**src/rtl/uart_tx_arbiter_if.sv**
```systemverilog
// Requester byte-stream and uart_tx handshake bundle for uart_tx_arbiter.
// slave = arbiter side, master = requesters plus transmitter side.
interface uart_tx_arbiter_if #(
    parameter int NUM_REQ    = 3,
    parameter int DATA_WIDTH = 8
);
    logic [NUM_REQ-1:0]            in_valid;
    logic [NUM_REQ*DATA_WIDTH-1:0] in_data;
    logic [NUM_REQ-1:0]            in_last;
    logic [NUM_REQ-1:0]            in_ready;
    logic                          tx_start;
    logic [DATA_WIDTH-1:0]         tx_data;
    logic                          data_ack;
    logic                          tx_busy;

    modport slave (
        input  in_valid, in_data, in_last, data_ack, tx_busy,
        output in_ready, tx_start, tx_data
    );

    modport master (
        output in_valid, in_data, in_last, data_ack, tx_busy,
        input  in_ready, tx_start, tx_data
    );
endinterface

```
**src/rtl/uart_tx_arbiter.sv**
```systemverilog
// Round-robin arbiter with packet lock that feeds one uart_tx from NUM_REQ
// byte-stream requesters through a single-entry holding register.
module uart_tx_arbiter #(
    parameter  int NUM_REQ    = 3,
    parameter  int DATA_WIDTH = 8,
    localparam int IDX_WIDTH  = $clog2(NUM_REQ)
) (
    input  logic                 clk,
    input  logic                 rst_n,
    input  logic                 enable,
    uart_tx_arbiter_if.slave     bus,
    output logic [IDX_WIDTH-1:0] grant_idx,
    output logic                 locked,
    output logic                 idle
);

    typedef enum logic {
        EMPTY = 1'b0,
        FULL  = 1'b1
    } state_t;

    state_t                state;
    logic [IDX_WIDTH-1:0]  rr_ptr;
    logic                  tx_start_q;
    logic [DATA_WIDTH-1:0] tx_data_q;

    logic                  win_found;
    logic [IDX_WIDTH-1:0]  win_idx;
    logic [IDX_WIDTH-1:0]  cand;
    logic [DATA_WIDTH-1:0] win_data;
    logic                  win_last;
    logic                  capture;
    logic [NUM_REQ-1:0]    ready;

    // A locked packet restricts the candidate set to its owner; otherwise
    // the first valid requester at or after rr_ptr (wrapping) wins.
    always_comb begin
        // NOTE: every always_comb output gets a default first so no path leaves it unassigned (no latch).
        win_found = 1'b0;
        win_idx   = '0;
        cand      = '0;
        if (locked) begin
            win_found = bus.in_valid[grant_idx];
            win_idx   = grant_idx;
        end else begin
            for (int k = 0; k < NUM_REQ; k++) begin
                cand = IDX_WIDTH'((int'(rr_ptr) + k) % NUM_REQ);
                if (!win_found && bus.in_valid[cand]) begin
                    win_found = 1'b1;
                    win_idx   = cand;
                end
            end
        end
    end

    always_comb begin
        win_data = '0;
        win_last = 1'b0;
        for (int i = 0; i < NUM_REQ; i++) begin
            if (win_idx == IDX_WIDTH'(i)) begin
                win_data = bus.in_data[i*DATA_WIDTH +: DATA_WIDTH];
                win_last = bus.in_last[i];
            end
        end
    end

    assign capture = (state == EMPTY) && enable && win_found;

    always_comb begin
        ready = '0;
        for (int i = 0; i < NUM_REQ; i++) begin
            ready[i] = capture && (win_idx == IDX_WIDTH'(i));
        end
    end

    assign bus.in_ready = ready;
    assign bus.tx_start = tx_start_q;
    assign bus.tx_data  = tx_data_q;
    assign idle         = (state == EMPTY) && !locked && !bus.tx_busy;

    // The capture in EMPTY and the release on data_ack never overlap, so one
    // state bit fully describes the holding register.
    always_ff @(posedge clk or negedge rst_n) begin
        if (!rst_n) begin
            state      <= EMPTY;
            tx_start_q <= 1'b0;
            // NOTE: the holding register is reset too, so a byte caught mid-packet is discarded, not replayed.
            tx_data_q  <= '0;
            grant_idx  <= '0;
            rr_ptr     <= '0;
            locked     <= 1'b0;
        end else begin
            // NOTE: sequential state uses non-blocking assignments so every register samples pre-edge values.
            case (state)
                EMPTY: begin
                    if (capture) begin
                        state      <= FULL;
                        tx_start_q <= 1'b1;
                        tx_data_q  <= win_data;
                        grant_idx  <= win_idx;
                        rr_ptr     <= (win_idx == IDX_WIDTH'(NUM_REQ - 1)) ? '0 : win_idx + 1'b1;
                        locked     <= !win_last;
                    end
                end
                FULL: begin
                    if (bus.data_ack) begin
                        state      <= EMPTY;
                        tx_start_q <= 1'b0;
                    end
                end
                default: begin
                    state      <= EMPTY;
                    tx_start_q <= 1'b0;
                end
            endcase
        end
    end

endmodule
```
**src/flat_wrapper.sv**
```systemverilog
// flat-port wrapper written by rule: the top's interface ports become plain ports
module uart_tx_arbiter_flat 
#(
    parameter  int NUM_REQ    = 3,
    parameter  int DATA_WIDTH = 8,
    localparam int IDX_WIDTH  = $clog2(NUM_REQ)
)
  (clk, rst_n, enable, grant_idx, locked, idle, bus_in_valid, bus_in_data, bus_in_last, bus_data_ack, bus_tx_busy, bus_in_ready, bus_tx_start, bus_tx_data);
  uart_tx_arbiter_if #(.NUM_REQ(NUM_REQ), .DATA_WIDTH(DATA_WIDTH)) bus_i ();
  input  logic clk;
  input  logic rst_n;
  input  logic enable;
  output logic [IDX_WIDTH-1:0] grant_idx;
  output logic locked;
  output logic idle;
  input wire logic [$bits(bus_i.in_valid)-1:0] bus_in_valid;
  input wire logic [$bits(bus_i.in_data)-1:0] bus_in_data;
  input wire logic [$bits(bus_i.in_last)-1:0] bus_in_last;
  input wire logic [$bits(bus_i.data_ack)-1:0] bus_data_ack;
  input wire logic [$bits(bus_i.tx_busy)-1:0] bus_tx_busy;
  output wire logic [$bits(bus_i.in_ready)-1:0] bus_in_ready;
  output wire logic [$bits(bus_i.tx_start)-1:0] bus_tx_start;
  output wire logic [$bits(bus_i.tx_data)-1:0] bus_tx_data;
  assign bus_i.in_valid = bus_in_valid;
  assign bus_i.in_data = bus_in_data;
  assign bus_i.in_last = bus_in_last;
  assign bus_i.data_ack = bus_data_ack;
  assign bus_i.tx_busy = bus_tx_busy;
  assign bus_in_ready = bus_i.in_ready;
  assign bus_tx_start = bus_i.tx_start;
  assign bus_tx_data = bus_i.tx_data;
  uart_tx_arbiter #(.NUM_REQ(NUM_REQ), .DATA_WIDTH(DATA_WIDTH)) u_core (.clk(clk), .rst_n(rst_n), .enable(enable), .bus(bus_i), .grant_idx(grant_idx), .locked(locked), .idle(idle));
endmodule
```
**config.mk**
```make
export PLATFORM = sky130hd
export DESIGN_NAME = uart_tx_arbiter_flat
export DESIGN_NICKNAME = d
export VERILOG_FILES = /design/src/rtl/uart_tx_arbiter_if.sv /design/src/rtl/uart_tx_arbiter.sv /design/src/flat_wrapper.sv
export SDC_FILE = /design/constraint.sdc
export NUM_CORES = 1
export LEC_CHECK = 0
export ABC_AREA = 1
export CAP_MARGIN = 20
export CORE_UTILIZATION = 47
export CTS_CLUSTER_DIAMETER = 40
export CTS_CLUSTER_SIZE = 14
export DETAILED_ROUTE_END_ITERATION = 8
export GPL_TIMING_DRIVEN = 0
export PLACE_DENSITY = 0.86
export REMOVE_ABC_BUFFERS = 1
export SYNTH_ARGS = -nofsm -noshare
export SYNTH_HDL_FRONTEND = slang
export SYNTH_SLANG_ARGS = --single-unit
```
**constraint.sdc**
```tcl
create_clock -name clk -period 3.6 [get_ports clk]
set_clock_uncertainty 0.05 [all_clocks]
set_input_delay 0.54 -clock clk [delete_from_list [all_inputs] [get_ports clk]]
set_output_delay 0.54 -clock clk [all_outputs]
set_load 0.05 [all_outputs]
```
Word-level counts from Yosys, hierarchy flattened:

Index checks and enable logic that the tools add are counted.

* register bits: 15
* output and inout port bits: 16
* logic and storage cells: 69

* add/subtract/negate cells: 3
* divide/modulo/power cells: 3
* order comparisons: 4
* eq/ne operators: 4
* mux-type cells: 31
* bitwise operators: 1
* reduce and logical (&&, ||, !) cells: 17

Operators with widths (count)
* 32-bit by 3-bit modulo with 32-bit output, second input constant: 2
* 3-bit by 3-bit modulo with 32-bit output, second input constant: 1
* 8-bit 2-to-1 mux: 3
* 1-bit 2-to-1 mux: 17
* 2-bit by 3-bit less-than comparator with 1-bit output, second input constant: 4
* 2-bit 2-to-1 mux: 5
* 1-bit logical AND: 9
* 1-bit binary-select mux with 2-bit select: 4
* 1-bit zero test: 5
* 1-bit case mux with 2 select lines: 2
* 2-bit AND reduction: 2
* 2-bit by 1-bit adder with 3-bit output, second input constant: 1
* 2-bit by 2-bit adder with 3-bit output, second input constant: 1
* 2-bit by 1-bit adder with 2-bit output, second input constant: 1
* 2-bit by 1-bit equality test with 1-bit output, second input constant: 1
* 2-bit equality test, second input constant: 1
* 2-bit zero test: 1
* 2-bit by 1-bit != test with 1-bit output, second input constant: 1
* 2-bit != test, second input constant: 1
* 1-bit NOT: 1

Longest topological paths before layout:

* depth after elaboration: 18
* gate-level depth with buffers: 18

Worst setup path after synthesis:

No wires, ideal clock.

* kind: register to output
* from: register u_core.rr_ptr[0]
* to: output port bus_in_ready[2]
* arrival time: 2.162 ns
* data required time: 3.010 ns
* setup slack: 0.848 ns
* stages on the path, launching flop included: 11
* path through: dfrtp_1 > inv_1 > ha_1 > nor2_1 > nand2_1 > nand3_2 > nand4_1 > nand3_1 > nand2_4 > buf_6 > nor2_1

* longest elaborated chain between the ends: 15
* elaborated cells between the ends (all ways): 28

RTL lines
* from (decl): line uart_tx_arbiter.sv:23 `logic [IDX_WIDTH-1:0] rr_ptr;`
* from (signal assigned): line uart_tx_arbiter.sv:101 `rr_ptr <= (win_idx == IDX_WIDTH'(NUM_REQ - 1)) ? '0 : win_idx + 1'b1;`
* parallel branches: the longest is 14 deep, another holds 32-bit by 3-bit modulo with 32-bit output
* 1-bit logical AND *: line uart_tx_arbiter.sv:72 `ready[i] = capture && (win_idx == IDX_WIDTH'(i));`
* to (decl): line flat_wrapper.sv:21 `output wire logic [$bits(bus_i.in_ready)-1:0] bus_in_ready;`

Every way passes the cells marked *. The select of a mux whose other input is x is not followed.

Worst setup path after layout:

* from: register u_core.rr_ptr[0]
* to: output port bus_in_ready[1]

* longest elaborated chain between the ends: 15
* elaborated cells between the ends (all ways): 28

RTL lines (line)
* parallel branches: the longest is 14 deep, another holds 32-bit by 3-bit modulo with 32-bit output
* 1-bit logical AND *: uart_tx_arbiter.sv:72

Marks and branches as above.

==> out/qor.yml <==
grt_use_total_pct: 21.3
finalCoreUtilization_pct: 70.1
drive_gt1_share_pct: 9.39
final_common_cell: "nand2_1"
drt_iter0_drc: 22
worstPathArrival_ns: 2.71
yosys_warnings: 0
path_class: "reg -> out"
p_leak_nw: 0.943
drc: 0
critPathLaunchType: "flop"
yosysTopAreaCell: "dfrtp_1"
antenna_found_initial: 0
ant_nets: 0
viasPerCell: 4.85
fill_cells: 229
first_pass_iters: 4
synth-seq-cells: 15
rsz0062_at_grt: "false"
clkTransAtPathRegs_ns: 0.10
cts_tree: "done"
antennaDiodeCount: 0
worst_r2r_path_depth: 14
drt-wirelength-per-cell_um: 9.90
synth_area_leaders: "dfrtp_1 (29%), nand2_1 (18%), nand3_1 (8.6%)"
cts_made_buffers: 3
finalSetupTns_ns: 0
whs_path_depth: 2
worst_ir_drop_vdd_mv: 0.604
worst-slew-pin-transition_ns: 0.666
period_share_pct: 91.7
fmax_mhz: 303
setup_viol: 0
synth_area_sq_mm: 0.00128
grt_pass1_wl_mm: 4.56
yosysUniqueCellTypes: 20
worst_setup_path_end_kind: "output pin"
place_congestion: 0.856
clk_latency_ns: 0.28
min_period_ns: 3.30
max_cap_violations: 0
fin_nets: 285
powerDensity_mw_per_mm2: 942
ys_seq_area_share_pct: 29.4
clock_path_buffers: 2
layout_common_cells: "nand2_1 (60), clkdlybuf4s50_1 (47), inv_1 (29)"
yosysTopAreaCellShare_pct: 29.4
critPathMostFrequentCell: "nand2_1"
hold_viol: 0
postSynthAreaPerCell_sq_um: 6.49
slowest_delay_ns: 0.39
grt_pass1_vias: 1116
io_pins: 51
vias: 1333
overflow: 0
crit_fanout: 20
max_slew_margin_pct: 55.5
wl_mm: 2.72
core_area_sq_mm: 0.00252
numClockSinks: 15
cp_slowest_cell: "ha_1"
status: "completed"
rows: 18
cp_data_required_time_ns: 3.01
syn_inst: 197
reg2reg_slack_ns: 1.25
place_hpwl_mm: 2.11
grt_max_degree: 21
hold_path.class: "reg -> reg"
die_x_um: 54.2
syn_to_final_growth_pct: 38.3
clockRootBuffer: "clkbuf_4"
dieArea_sq_mm: 0.00293
power.total_mw: 1.67
htreeDepth: 1
crit_chain: "inv_1, ha_1, inv_2, nand2_2, nand2_1, nand3_2, nand2_1, nor3_1, nor2_1, nand3_2, inv_2, nand2_1, inv_1, clkbuf_2"
initial_utilization_pct: 50.7
drv_slew: 0
fp.dieH_um: 54.2
port_buffers: 50
==> path summary, 6_finish.rpt <==
check,startpoint,end
max,u_core.rr_ptr[0],bus_in_ready[1]
min,u_core.bus.tx_data[6],u_core.bus.tx_data[6]
max reg2reg,u_core.rr_ptr[0],u_core.locked
min reg2reg,u_core.bus.tx_data[6],u_core.bus.tx_data[6]
max in group asynchronous,rst_n,u_core.bus.tx_data[1]
min in group asynchronous,rst_n,u_core.bus.tx_data[6]
==> report_power, final <==
group | internal [mW] | switching (mW) | leakage (nW)
Sequential | 0.250 | 0.0530 | 0.181
Combinational | 0.415 | 0.850 | 0.747
Clock | 0.0429 | 0.0542 | 0.0150
==> sequential cells by signal, summed over array words and instances, names as in the netlist <==
name and cells:
u_core.bus.tx_data 8, u_core.grant_idx 2, u_core.locked 1, u_core.bus.tx_start 1, u_core.rr_ptr 2, u_core.state 1
==> synth_stat cells <==
| library cell | instances |
|---|---|
| a211oi_1 | 1 |
| a31oi_1 | 1 |
| buf_6 | 6 |
| dfrtp_1 | 15 |
| ha_1 | 4 |
| inv_1 | 29 |
| inv_2 | 5 |
| nand2_1 | 60 |
| nand2_2 | 4 |
| nand2_4 | 1 |
| nand3_1 | 22 |
| nand3_2 | 6 |
| nand4_1 | 6 |
| nor2_1 | 20 |
| nor2_2 | 1 |
| nor2_4 | 1 |
| nor3_1 | 4 |
| o21ai_0 | 4 |
| o21ai_1 | 4 |
| o21bai_1 | 3 |
==> cell type report <==
type	instances	area, sq um	area share (%)
sequential	15	375	21.2
inverter	34	128	7.22
clock buffer	4	26.3	1.49
multi-input combinational	142	708	40.1
tap	30	37.5	2.12
timing repair buffer	50	493	27.9
==> through the flow <==
stage | area [sq um] | cells | hold WS (ns) | setup slack, ns
finish | 1770 | 275 | 0.439 | 0.300
detailed placement | 1750 | 271 | 0.414 | -0.157
global route | 1770 | 275 | 0.475 | 0.0390
global placement | 1750 | 271 | 0.413 | -0.169
CTS | 1770 | 275 | 0.439 | 0.0360
floorplan | 1210 | 191 | 0.194 | 0.878
==> cells by family (layout without fill, tap and decap cells) <==
kind of cell	after synthesis	after routing	share of synthesized area [%]
AOI/OAI and AO/OA	13	13	5.97
adders and majority gates	4	4	3.91
buffers and inverters	40	88	15.3
DFF	15	15	29.4
and+or+nand+nor	125	125	45.5
==> routing by layer <==
metal  up-vias  wire length (um)  global-route usage (%)
met5         -                 0                       0
met1       565              1270                    27.5
met2        49              1210                    34.1
li1        717                 -                       -
met3         2               237                    7.91
met4         0                 9                    3.42
==> critical path, delay by kind of cell (launching register included) <==
kind                       cells  cell delay (ns)
and+or+nand+nor                8             0.80
adders and majority gates      1             0.39
DFF                            1             0.38
buffers and inverters          5             0.84
==> repair_timing <==
item / 4_1_cts / 5_1_grt
gates cloned: 0 / 0
endpoints found under the setup margin: 2 / 3
hold buffers: 0 / 0
gates resized for setup: 2 / 5
pin swaps: 0 / 0
setup buffers: 0 / 0
(Power assumes the default switching activity.)
